--- config.mk ---
export PLATFORM = sky130hd
export DESIGN_NAME = store_unit
export DESIGN_NICKNAME = d
export VERILOG_FILES = /design/src/rtl/store_unit_pkg.sv /design/src/rtl/store_align.sv /design/src/rtl/store_unit.sv
export SDC_FILE = /design/constraint.sdc
export NUM_CORES = 1
export LEC_CHECK = 0
export ABC_AREA = 1
export CAP_MARGIN = 20
export CORE_ASPECT_RATIO = 1.2
export CORE_MARGIN = 1.5
export CORE_UTILIZATION = 35
export DETAILED_ROUTE_END_ITERATION = 16
export GPL_TIMING_DRIVEN = 0
export SLEW_MARGIN = 30
export SYNTH_ARGS = -nofsm -noshare
export SYNTH_HDL_FRONTEND = slang
export SYNTH_SLANG_ARGS = --single-unit
--- constraint.sdc ---
create_clock -name clk -period 9 [get_ports clk]
set_clock_uncertainty 0.15 [all_clocks]
set_input_delay 2.7 -clock clk [delete_from_list [all_inputs] [get_ports clk]]
set_output_delay 2.7 -clock clk [all_outputs]
set_load 0.05 [all_outputs]
--- src/rtl/store_unit_pkg.sv ---
// Shared store encodings, beat-state type and size helper for the store unit.
package store_unit_pkg;

  localparam logic [2:0] F3_SB = 3'b000;
  localparam logic [2:0] F3_SH = 3'b001;
  localparam logic [2:0] F3_SW = 3'b010;
  localparam logic [2:0] F3_SD = 3'b011;

  typedef enum logic {
    BEAT0 = 1'b0,
    BEAT1 = 1'b1
  } beatState_t;

  // Access size in bytes from the low two funct3 bits (1, 2, 4 or 8).
  function automatic logic [3:0] sizeBytes(input logic [1:0] sz);
    return 4'd1 << sz;
  endfunction

endpackage

--- src/rtl/store_align.sv ---
// Purely combinational lane alignment: shifts data/strobe by the byte offset and
// splits anything that spills past the word into a second-beat data/strobe pair.
module store_align
  import store_unit_pkg::*;
#(
  parameter int XLEN = 32
) (
  input  logic [XLEN-1:0]   addr,
  input  logic [XLEN-1:0]   data,
  input  logic [2:0]        funct3,
  output logic [XLEN-1:0]   alignAddr,
  output logic [XLEN-1:0]   data0,
  output logic [XLEN/8-1:0] strb0,
  output logic [XLEN-1:0]   data1,
  output logic [XLEN/8-1:0] strb1,
  output logic              crossing,
  output logic              illegalSize
);

  localparam int NB   = XLEN / 8;
  localparam int OFFW = $clog2(NB);

  logic [OFFW-1:0]   off;
  logic [3:0]        size;
  logic [4:0]        endByte;
  logic [2*NB-1:0]   sizeMask;
  logic [2*NB-1:0]   wideStrb;
  logic [2*XLEN-1:0] wideData;

  assign off  = addr[OFFW-1:0];
  assign size = sizeBytes(funct3[1:0]);

  always_comb begin
    sizeMask = '0;
    for (int i = 0; i < 2 * NB; i++) begin
      sizeMask[i] = (i < int'(size));
    end
  end

  // Shifting into a double-width window keeps the spill-over bytes for beat 1.
  assign wideStrb = sizeMask << off;
  assign wideData = {{XLEN{1'b0}}, data} << {off, 3'b000};

  assign data0 = wideData[XLEN-1:0];
  assign data1 = wideData[2*XLEN-1:XLEN];
  assign strb0 = wideStrb[NB-1:0];
  assign strb1 = wideStrb[2*NB-1:NB];

  assign endByte   = 5'(off) + 5'(size);
  assign crossing  = endByte > 5'(NB);
  assign alignAddr = {addr[XLEN-1:OFFW], {OFFW{1'b0}}};

  // Reserved sizes, and doubleword stores on a 32-bit datapath, are never legal.
  assign illegalSize = funct3[2] | ((funct3 == F3_SD) && (XLEN < 64));

endmodule

--- src/rtl/store_unit.sv ---
// Store buffer: aligned write beats out of a FIFO, min 1-cycle accept-to-beat latency.
// req_ready = !full (no pop bypass); beats hold stable while mem_ready is low.
module store_unit
  import store_unit_pkg::*;
#(
  parameter int XLEN             = 32,
  parameter int DEPTH            = 4,
  parameter int SPLIT_MISALIGNED = 1
) (
  input  logic                     clk,
  input  logic                     reset_n,
  input  logic                     req_valid,
  output logic                     req_ready,
  input  logic [XLEN-1:0]          req_addr,
  input  logic [XLEN-1:0]          req_data,
  input  logic [2:0]               req_funct3,
  output logic                     mem_valid,
  input  logic                     mem_ready,
  output logic [XLEN-1:0]          mem_addr,
  output logic [XLEN-1:0]          mem_wdata,
  output logic [XLEN/8-1:0]        mem_wstrb,
  output logic                     fault_valid,
  output logic [XLEN-1:0]          fault_addr,
  output logic                     empty,
  output logic [$clog2(DEPTH):0]   count
);

  localparam int NB = XLEN / 8;
  localparam int AW = $clog2(DEPTH);

  logic [XLEN-1:0] alignAddr;
  logic [XLEN-1:0] alignData0;
  logic [XLEN-1:0] alignData1;
  logic [NB-1:0]   alignStrb0;
  logic [NB-1:0]   alignStrb1;
  logic            crossing;
  logic            illegalSize;

  store_align #(
    .XLEN(XLEN)
  ) uAlign (
    .addr       (req_addr),
    .data       (req_data),
    .funct3     (req_funct3),
    .alignAddr  (alignAddr),
    .data0      (alignData0),
    .strb0      (alignStrb0),
    .data1      (alignData1),
    .strb1      (alignStrb1),
    .crossing   (crossing),
    .illegalSize(illegalSize)
  );

  logic [XLEN-1:0] entAddr  [DEPTH];
  logic [XLEN-1:0] entData0 [DEPTH];
  logic [XLEN-1:0] entData1 [DEPTH];
  logic [NB-1:0]   entStrb0 [DEPTH];
  logic [NB-1:0]   entStrb1 [DEPTH];
  logic            entTwo   [DEPTH];

  logic [AW-1:0]   rdPtr;
  logic [AW-1:0]   wrPtr;
  logic [AW:0]     cnt;
  logic            full;
  logic            accept;
  logic            faultCond;
  logic            push;
  logic            pop;
  logic            memFire;
  logic            splitEn;
  beatState_t      beatQ;
  beatState_t      beatD;
  logic            faultValidQ;
  logic [XLEN-1:0] faultAddrQ;

  assign splitEn   = (SPLIT_MISALIGNED != 0);
  assign full      = (cnt == (AW+1)'(DEPTH));
  assign req_ready = !full;
  assign accept    = req_valid && req_ready;
  assign faultCond = illegalSize || (crossing && !splitEn);
  assign push      = accept && !faultCond;

  assign empty     = (cnt == '0);
  assign count     = cnt;
  assign mem_valid = !empty;
  assign memFire   = mem_valid && mem_ready;

  // Entry payload needs no reset: nothing reads it until count says it is valid.
  always_ff @(posedge clk) begin
    if (push) begin
      entAddr[wrPtr]  <= alignAddr;
      entData0[wrPtr] <= alignData0;
      entStrb0[wrPtr] <= alignStrb0;
      entData1[wrPtr] <= alignData1;
      entStrb1[wrPtr] <= alignStrb1;
      entTwo[wrPtr]   <= crossing;
    end
  end

  always_ff @(posedge clk or negedge reset_n) begin
    if (!reset_n) begin
      rdPtr <= '0;
      wrPtr <= '0;
      cnt   <= '0;
    end else begin
      if (push) wrPtr <= wrPtr + AW'(1);
      if (pop)  rdPtr <= rdPtr + AW'(1);
      case ({push, pop})
        2'b10:   cnt <= cnt + (AW+1)'(1);
        2'b01:   cnt <= cnt - (AW+1)'(1);
        default: cnt <= cnt;
      endcase
    end
  end

  always_ff @(posedge clk or negedge reset_n) begin
    if (!reset_n) beatQ <= BEAT0;
    else          beatQ <= beatD;
  end

  // The head entry is released only after its last beat is accepted.
  always_comb begin
    beatD = beatQ;
    pop   = 1'b0;
    case (beatQ)
      BEAT0: begin
        if (memFire) begin
          if (entTwo[rdPtr]) beatD = BEAT1;
          else               pop   = 1'b1;
        end
      end
      BEAT1: begin
        if (memFire) begin
          beatD = BEAT0;
          pop   = 1'b1;
        end
      end
      default: beatD = BEAT0;
    endcase
  end

  assign mem_addr  = (beatQ == BEAT1) ? entAddr[rdPtr] + XLEN'(NB) : entAddr[rdPtr];
  assign mem_wdata = (beatQ == BEAT1) ? entData1[rdPtr] : entData0[rdPtr];
  assign mem_wstrb = (beatQ == BEAT1) ? entStrb1[rdPtr] : entStrb0[rdPtr];

  always_ff @(posedge clk or negedge reset_n) begin
    if (!reset_n) begin
      faultValidQ <= 1'b0;
      faultAddrQ  <= '0;
    end else begin
      faultValidQ <= accept && faultCond;
      if (accept && faultCond) faultAddrQ <= req_addr;
    end
  end

  assign fault_valid = faultValidQ;
  assign fault_addr  = faultAddrQ;

endmodule

==> flow_summary.rst, run 1 <==
.. list-table::
   :header-rows: 1

   * - Metric
     - Value
   * - Outcome
     - finished clean
   * - Arr. time, crit path
     - 3810 ps
   * - Residual overflow from global routing
     - 0
   * - Buffers from clock root to sink, at most
     - 3
   * - Count of nets left with antenna violations after detail routing
     - 0
   * - Flop and latch count out of synthesis
     - about 420
   * - Initial DRC Count
     - 1,239
   * - Cell with the largest stage delay on the worst path
     - sky130_fd_sc_hd__clkdlybuf4s50_1
   * - Number of sinks on the clock net
     - between 400 and 500
   * - Antenna violations before repair
     - 1
   * - Hpwl dp
     - 39,300 um
   * - Slowest Stage Delay on Critical Path
     - around 900 ps
   * - DRC
     - 0
   * - Post-route met1 wirelength
     - ~22,000 um
   * - Chain of cells forming the critical path
     - buf_4 -> buf_4 -> buf_2 -> buf_2 -> nor2_1 -> o22ai_1 -> nor2_1 -> a31oi_1 -> clkdlybuf4s50_1
   * - Antenna diode count
     - 0
   * - Final nets
     - 2,024
   * - Shortest period the worst path allows
     - 6660 ps
   * - Boundary pin count
     - ~180
   * - Std cell rows
     - slightly above 90
   * - CP Class
     - register to output port
   * - Sw Ratio
     - a little under half
   * - Mean cell area of the mapped netlist
     - ~11 um2
   * - Power share of the sequential group
     - 28.9%
   * - Skew-Pair Late Insertion Delay
     - roughly 600 ps
   * - Required time at the endpoint of the critical path
     - approximately 6000 ps
   * - Std-Cell Core Area
     - around 0.051 mm2
   * - Top layer in use
     - met5
   * - Final-report hold violation count
     - 0
   * - Die area
     - around 0.054 mm2
   * - Hold slack
     - 318 ps
   * - Wirelength, routed
     - 54,600 um
   * - Part of the cycle the worst path needs
     - around three quarters
   * - Max transition margin
     - a little over two fifths
   * - CP top delay family
     - buffers and inverters
   * - Total design power
     - about 0.0084 W
   * - Combinational share of power
     - 49.6%
   * - Post-layout worst setup margin
     - about 2300 ps
   * - Portion of the post-synthesis area used by sequential elements
     - 68.0%
   * - Count of unique library cells instantiated by Yosys
     - 34
   * - Cell area after synthesis
     - ~0.018 mm2
   * - Cells resized by post-CTS repair
     - 0
   * - Number of levels the H-tree was split into
     - 2
   * - TritonCTS Buffers
     - 44
   * - Global-route usage over all layers
     - between 20% and 30%
   * - Maximum number of pins on one net before global-route repair
     - 24
   * - Die extent in y
     - 253 um
   * - Slew at the pin with the worst max-slew slack
     - about 850 ps
   * - F_max
     - 0.150 GHz
   * - Global-route wire length before repair
     - 81,400 um
   * - Design internal power
     - around 0.0046 W
   * - Endpoints failing setup
     - 0
   * - Starting density of the core
     - a little over a third
   * - TritonCTS clock tree
     - done
   * - Non-Filler Instances
     - 2,671
   * - Setup TNS
     - 0 ps
   * - Sw power
     - roughly 0.0038 W
   * - Crit end category
     - output port
   * - Port buffer count
     - approximately 170
   * - Vias in the first global route
     - 13,097
   * - Gate Count Post-Synth
     - about 1,700
   * - Total number of vias
     - roughly 13,000
   * - GP Congestion
     - roughly 0.97
   * - Count of buffers added by post-CTS timing repair for setup
     - 0
   * - Routed length on met2
     - ~27,000 um
   * - Metal3 WL
     - roughly 3600 um
   * - Cts-stage hold buffer count
     - 0
   * - RSZ-0062 raised after global routing
     - false
   * - Number of slew-limit violations in the final report
     - 0
   * - Share of final-layout standard cells stronger than drive strength 1
     - 8.61%
   * - Pleak
     - between 8 and 9 nW
   * - Minimum setup slack after placement
     - just over 3000 ps
   * - Hold WC Path Type
     - register to register
   * - Clock-pin slew on the worst setup and hold paths
     - ~60 ps
   * - Fraction of power consumed by the clock network
     - 21.5%
   * - Routed wirelength normalized by instance count
     - between 20 and 25 um
   * - Worst Path Buf+Inv
     - 5
   * - Warnings, synthesis
     - 0
   * - Power density cells
     - approximately 370 mW/mm2
   * - Count of placed standard cells including taps
     - between 2,000 and 3,000
   * - Max cap viols
     - 0
   * - Clock root cell
     - sky130_fd_sc_hd__clkbuf_16
   * - Area delta synth->final
     - 25.6%
   * - Max FO, Critical Path
     - 10
   * - Peak ir drop on the vdd network
     - about 0.26 mV
   * - Startpoint Class
     - register
   * - Chip Width
     - 212 um
   * - Number of fillers in the final layout
     - 4,788
   * - Iteration count of the initial detailed-routing pass
     - 6
   * - Vias per cell
     - ~5.0
[sequential cells by signal (all words and copies together) (netlist names)]
signal and count:
entTwo 4, rdPtr 2, beatQ 1, entData1 96, entAddr 120, count 3
wrPtr 2, entStrb1 16, fault_valid 1, entStrb0 16, entData0 128, fault_addr 32
[power groups by stage]
stage / clock network (W) / logic (W) / registers (W)
global route: 0.00190 / 0.00448 / 0.00246
finish: 0.00181 / 0.00418 / 0.00244
detailed placement: 0 / 0.00419 / 0.00248
global placement: 0 / 0.00409 / 0.00252
floorplan: 0 / 0.00244 / 0.00270
CTS: 0.00184 / 0.00421 / 0.00244
[synthesized netlist by cell type, drive strengths merged]
cell    instances  area, um2
mux2i           8       80.1
a21oi          17       85.1
xor2           12        105
o21bai          1       7.51
a31oi          29        181
o22ai          45        282
a32oi           1       8.76
a22oi           1       7.51
conb            1       3.75
nand4           7       43.8
nor2          323       1310
ha              8        100
buf            47        299
o21ai         163        816
nand3          83        430
clkinv          2       7.51
dfrtp          41       1030
edfxtp        380      11400
xnor2           5       43.8
inv            84        315
clkbuf         44        165
nor3            1       10.0
and2            2       12.5
nand2         391       1490
fa              2       40.0
[cells by family after synthesis]
logic type,Yosys count,synth area share [%]
simple gates,807,18.0
flops,421,68.0
compound gates,257,7.59
buf+inv,177,4.30
xor+xnor,17,0.814
fa+ha+maj,10,0.767
mux,8,0.438
other cells,1,0.0205
[per-stage QoR]
stage / util (%) / area, um2
after floorplan: - / 18300
after global placement: 40.6 / 20900
after detailed placement: 41.9 / 21600
after CTS: 44.6 / 23000
after global routing: 44.6 / 23000
final: 44.6 / 23000
[cell type report]
type	count	area, um2	share of cell area [%]
Clock buffer	58	1170	5.11
Tap cell	697	872	3.80
Buffer	91	464	2.02
Sequential cell	421	12400	54.2
Clock inverter	19	234	1.02
Timing Repair Buffer	198	2370	10.3
Inverter	86	323	1.41
Multi-Input combinational cell	1101	5090	22.2
[final timing paths]
check	end	cells past startpoint	slack, ps	startpoint
hold / removal	fault_addr[26]$_DFFE_PN0P_	2	320	fault_addr[26]$_DFFE_PN0P_
setup / recovery	mem_wdata[1]	9	2340	rdPtr[0]$_DFFE_PN0P_
min in group asynchronous	fault_addr[11]$_DFFE_PN0P_	1	1840	reset_n
max in group asynchronous	fault_addr[18]$_DFFE_PN0P_	2	6390	reset_n
hold reg to reg	fault_addr[26]$_DFFE_PN0P_	2	320	fault_addr[26]$_DFFE_PN0P_
setup reg to reg	entData0[2][11]$_DFFE_PP_	7	6290	count[1]$_DFFE_PN0P_
[cells in the final DEF, fill, tap and decap left out, types with 5 or more instances in the layout]
cell type	Yosys	routed
sky130_fd_sc_hd__clkbuf_16	0	44
sky130_fd_sc_hd__clkinv_1	2	6
sky130_fd_sc_hd__a21oi_1	17	17
sky130_fd_sc_hd__clkdlybuf4s50_1	0	173
sky130_fd_sc_hd__nand4_1	7	7
sky130_fd_sc_hd__a31oi_1	29	29
sky130_fd_sc_hd__buf_16	0	21
sky130_fd_sc_hd__buf_2	26	26
sky130_fd_sc_hd__xnor2_1	5	5
sky130_fd_sc_hd__o22ai_1	45	45
sky130_fd_sc_hd__nor2_1	306	302
sky130_fd_sc_hd__nand2_1	383	383
sky130_fd_sc_hd__inv_1	76	76
sky130_fd_sc_hd__mux2i_1	8	8
sky130_fd_sc_hd__nor2_2	7	7
sky130_fd_sc_hd__nand3_1	80	80
sky130_fd_sc_hd__buf_4	10	11
sky130_fd_sc_hd__clkbuf_1	44	56
sky130_fd_sc_hd__nand2_2	8	8
sky130_fd_sc_hd__buf_6	7	7
sky130_fd_sc_hd__nor2_4	9	13
sky130_fd_sc_hd__xor2_1	12	12
sky130_fd_sc_hd__inv_2	8	8
sky130_fd_sc_hd__o21ai_0	163	163
sky130_fd_sc_hd__dfrtp_1	41	41
sky130_fd_sc_hd__edfxtp_1	380	380
sky130_fd_sc_hd__ha_1	8	8
[layer usage]
metal / global-route usage, % / vias up
met5: 0 / -
met4: 6.08 / 2
met3: 2.94 / 81
met2: 36.0 / 523
met1: 26.1 / 6459
li1: - / 6317
[worst reg2reg max path, delay by kind of cell (launching register included)]
kind / cells / cell delay (ps)
buffers and inverters: 4 / 720
flip-flops: 1 / 380
AND/OR/NAND/NOR: 3 / 1150
(Power assumes the default switching activity.)
==> inputs of run 2 (changes only) <==
Clock period 9 ns to 6.95 ns, I/O delays scaled along.
==> results of run 2 <==
Same layout as run 1 (identical final DEF). Status: finished clean.
Among the figures that moved: setup slack after placement 3020 ps -> 1590 ps; setup slack after layout 2340 ps -> 907 ps; register-to-register setup slack 6290 ps -> 4240 ps; total power 0.00843 W -> 0.0109 W; worst IR drop on VDD 0.263 mV -> 0.341 mV
==> inputs of run 3 (changes only) <==
Settings changed: CAP_MARGIN 20 to unset, CTS_CLUSTER_SIZE set to 25, SLEW_MARGIN 30 to 10.
==> run 3 against run 2 <==
Via count is essentially flat. Combinational power is essentially flat. Clock-buffer cell count shrank 1. Largest power group unchanged.
==> flow_summary.rst, run 3 (same netlist as run 1, synthesis figures left out) <==
.. list-table::
   :header-rows: 1

   * - Metric
     - Value
   * - Max cap viols
     - 0 (unchanged)
   * - Boundary pin count
     - 178 (unchanged)
   * - Minimum setup slack after placement
     - 1440 ps
   * - Max transition margin
     - 42.2% (-1.1 points)
   * - Utilization after layout
     - 44.3% (-0.37 points)
   * - Std cell rows
     - 91 (unchanged)
   * - Flip-flop count of the largest register, all copies and words added
     - 128 (unchanged)
   * - Global-route wire length before repair
     - 80,300 um (-1.5%)
   * - F_max
     - between 0.15 and 0.2 GHz
   * - Port buffer count
     - 174 (unchanged)
   * - Slew at the pin with the worst max-slew slack
     - 868 ps (+16.2 ps)
   * - Post-place instance area
     - 0.0213 mm2 (-1.0%)
   * - Std-Cell Core Area
     - 0.0515 mm2 (unchanged)
   * - Arr. time, crit path
     - 3720 ps (-90 ps)
   * - Outcome
     - finished clean
   * - Endpoints failing setup
     - 0 (unchanged)
   * - Hold WC Path Type
     - register to register
   * - TritonCTS clock tree
     - done
   * - Maximum number of pins on one net before global-route repair
     - 25 (+4.2%)
   * - Clock-pin slew on the worst setup and hold paths
     - 60 ps (about the same)
   * - Clock root cell
     - sky130_fd_sc_hd__clkbuf_16
   * - Count of nets left with antenna violations after detail routing
     - 0 (unchanged)
   * - Initial DRC Count
     - 1,228 (-0.89%)
   * - Register with the most flip-flops
     - entData0
   * - Vias per cell
     - 5.01 (about the same)
   * - Shortest period the worst path allows
     - between 5000 and 6000 ps
   * - Multi-input gate area in the final layout
     - 0.00509 mm2 (unchanged)
   * - Final-report hold violation count
     - 0 (unchanged)
   * - Wirelength, routed
     - 54,100 um (-0.91%)
   * - Startpoint Class
     - register
   * - Total number of vias
     - 13,379 (-0.022%)
   * - Power density cells
     - between 400 and 500 mW/mm2
   * - Die extent in y
     - 253 um (unchanged)
   * - Hold slack
     - 320 ps (+1.74 ps)
   * - TritonCTS Buffers
     - 44 (unchanged)
   * - Most common cell after layout, fill and taps aside
     - sky130_fd_sc_hd__nand2_1
   * - Top library cells by usage in the layout, fill and taps aside
     - 383 x sky130_fd_sc_hd__nand2_1, 380 x sky130_fd_sc_hd__edfxtp_1, 302 x sky130_fd_sc_hd__nor2_1, 173 x sky130_fd_sc_hd__clkdlybuf4s50_1, 163 x sky130_fd_sc_hd__o21ai_0
   * - Area taken by flip-flops and latches
     - 0.0124 mm2 (unchanged)
   * - RSZ-0062 raised after global routing
     - false
   * - Count of buffers added by post-CTS timing repair for setup
     - 0 (unchanged)
   * - Routed wirelength normalized by instance count
     - 20.2 um (-0.91%)
   * - Skew-Pair Late Insertion Delay
     - 570 ps (-20 ps)
   * - Global-route usage over all layers
     - 20.3% (-0.25 points)
   * - Crit end category
     - output port
   * - Post-route cell area
     - 0.0228 mm2 (-0.82%)
   * - Number of fillers in the final layout
     - 4,821 (+0.69%)
   * - Antenna violations before repair
     - 1 (unchanged)
   * - Starting density of the core
     - 35.5% (unchanged)
   * - Buffers from clock root to sink, at most
     - 3 (unchanged)
   * - Part of the cycle the worst path needs
     - 85.7%
   * - Cts-stage hold buffer count
     - 0 (unchanged)
   * - GP Congestion
     - 0.969 (unchanged)
   * - Hpwl dp
     - 39,000 um (-0.93%)
   * - Max FO, Critical Path
     - 10 (unchanged)
   * - Number of levels the H-tree was split into
     - 2 (unchanged)
   * - Die area
     - 0.0536 mm2 (unchanged)
   * - CP Class
     - register to output port
   * - Share of final-layout standard cells stronger than drive strength 1
     - 8.36% (-0.25 points)
   * - Iteration count of the initial detailed-routing pass
     - 5 (-1)
   * - Largest registers
     - entData0 (128), entAddr (120), entData1 (96)
   * - Vias in the first global route
     - 13,016 (-0.62%)
   * - Number of slew-limit violations in the final report
     - 0 (unchanged)
   * - Required time at the endpoint of the critical path
     - ~4700 ps
   * - Chip Width
     - 212 um (unchanged)
   * - DRC
     - 0 (unchanged)
   * - Number of sinks on the clock net
     - 421 (unchanged)
   * - Pleak
     - 8.46 nW (-1.0%)
   * - Peak ir drop on the vdd network
     - between 0.3 and 0.4 mV
   * - Residual overflow from global routing
     - 0 (unchanged)
   * - Cells resized by post-CTS repair
     - 0 (unchanged)
   * - Final nets
     - 2,018 (-0.30%)
   * - Post-layout worst setup margin
     - 995 ps
   * - Area delta synth->final
     - 24.6%
-- run 3: cell type report --
cell class,count,share of cell area (%)
diodes,1,0.0110
inverters,86,1.42
well taps,697,3.83
clock inverters,25,1.24
multi-input cells,1101,22.4
repair buffers,192,9.41
plain buffers,91,2.04
clock buffers,57,5.09
flip-flops and latches,421,54.6
-- run 3: power by group --
| part | leakage, nW | switching, W | total [W] | internal [W] |
|---|---|---|---|---|
| Sequential | 3.97 | 0.000102 | 0.00316 | 0.00306 |
| Clock | 0.692 | 0.00100 | 0.00238 | 0.00138 |
| Combinational | 3.80 | 0.00383 | 0.00538 | 0.00155 |
-- run 3: through the flow --
| stage | instances | setup TNS [ps] | total power (W) |
|---|---|---|---|
| after global routing | 2670 | 0 | 0.0114 |
| after detailed placement | 2588 | 0 | 0.00861 |
| after global placement | 2570 | -1768320 | 0.00856 |
| after CTS | 2670 | 0 | 0.0110 |
| after floorplan | 1699 | -198120 | 0.00666 |
| final | 2671 | 0 | 0.0109 |
-- run 3: path summary, 6_finish.rpt --
kind / startpoint / end / slack (ps) / cells after the start
worst max-delay path: rdPtr[0]$_DFFE_PN0P_ / mem_wdata[0] / 1000 / 9
worst min-delay path: fault_addr[4]$_DFFE_PN0P_ / fault_addr[4]$_DFFE_PN0P_ / 320 / 2
worst max register to register: count[1]$_DFFE_PN0P_ / entData0[3][8]$_DFFE_PP_ / 3970 / 8
worst min register to register: fault_addr[4]$_DFFE_PN0P_ / fault_addr[4]$_DFFE_PN0P_ / 320 / 2
max in group asynchronous: reset_n / fault_addr[20]$_DFFE_PN0P_ / 4790 / 2
min in group asynchronous: reset_n / fault_addr[11]$_DFFE_PN0P_ / 1320 / 1
-- run 3: worst max-delay path: stages, from the launching register on --
cell,delay (ps)
sky130_fd_sc_hd__dfrtp_1,420
sky130_fd_sc_hd__buf_4,220
sky130_fd_sc_hd__buf_4,230
sky130_fd_sc_hd__buf_2,350
sky130_fd_sc_hd__buf_2,360
sky130_fd_sc_hd__nor2_1,80
sky130_fd_sc_hd__o22ai_1,160
sky130_fd_sc_hd__nor2_1,90
sky130_fd_sc_hd__a31oi_1,340
sky130_fd_sc_hd__clkdlybuf4s50_1,880
-- run 3: metal layers --
layer | global-route usage, % | share of wire [%] | vias up
met5 | 0 | 0.013 | -
met2 | 35.6 | 50 | 529
li1 | - | - | 6295
met4 | 6.33 | 2.4 | 2
met1 | 25.8 | 41 | 6477
met3 | 2.78 | 6.2 | 76
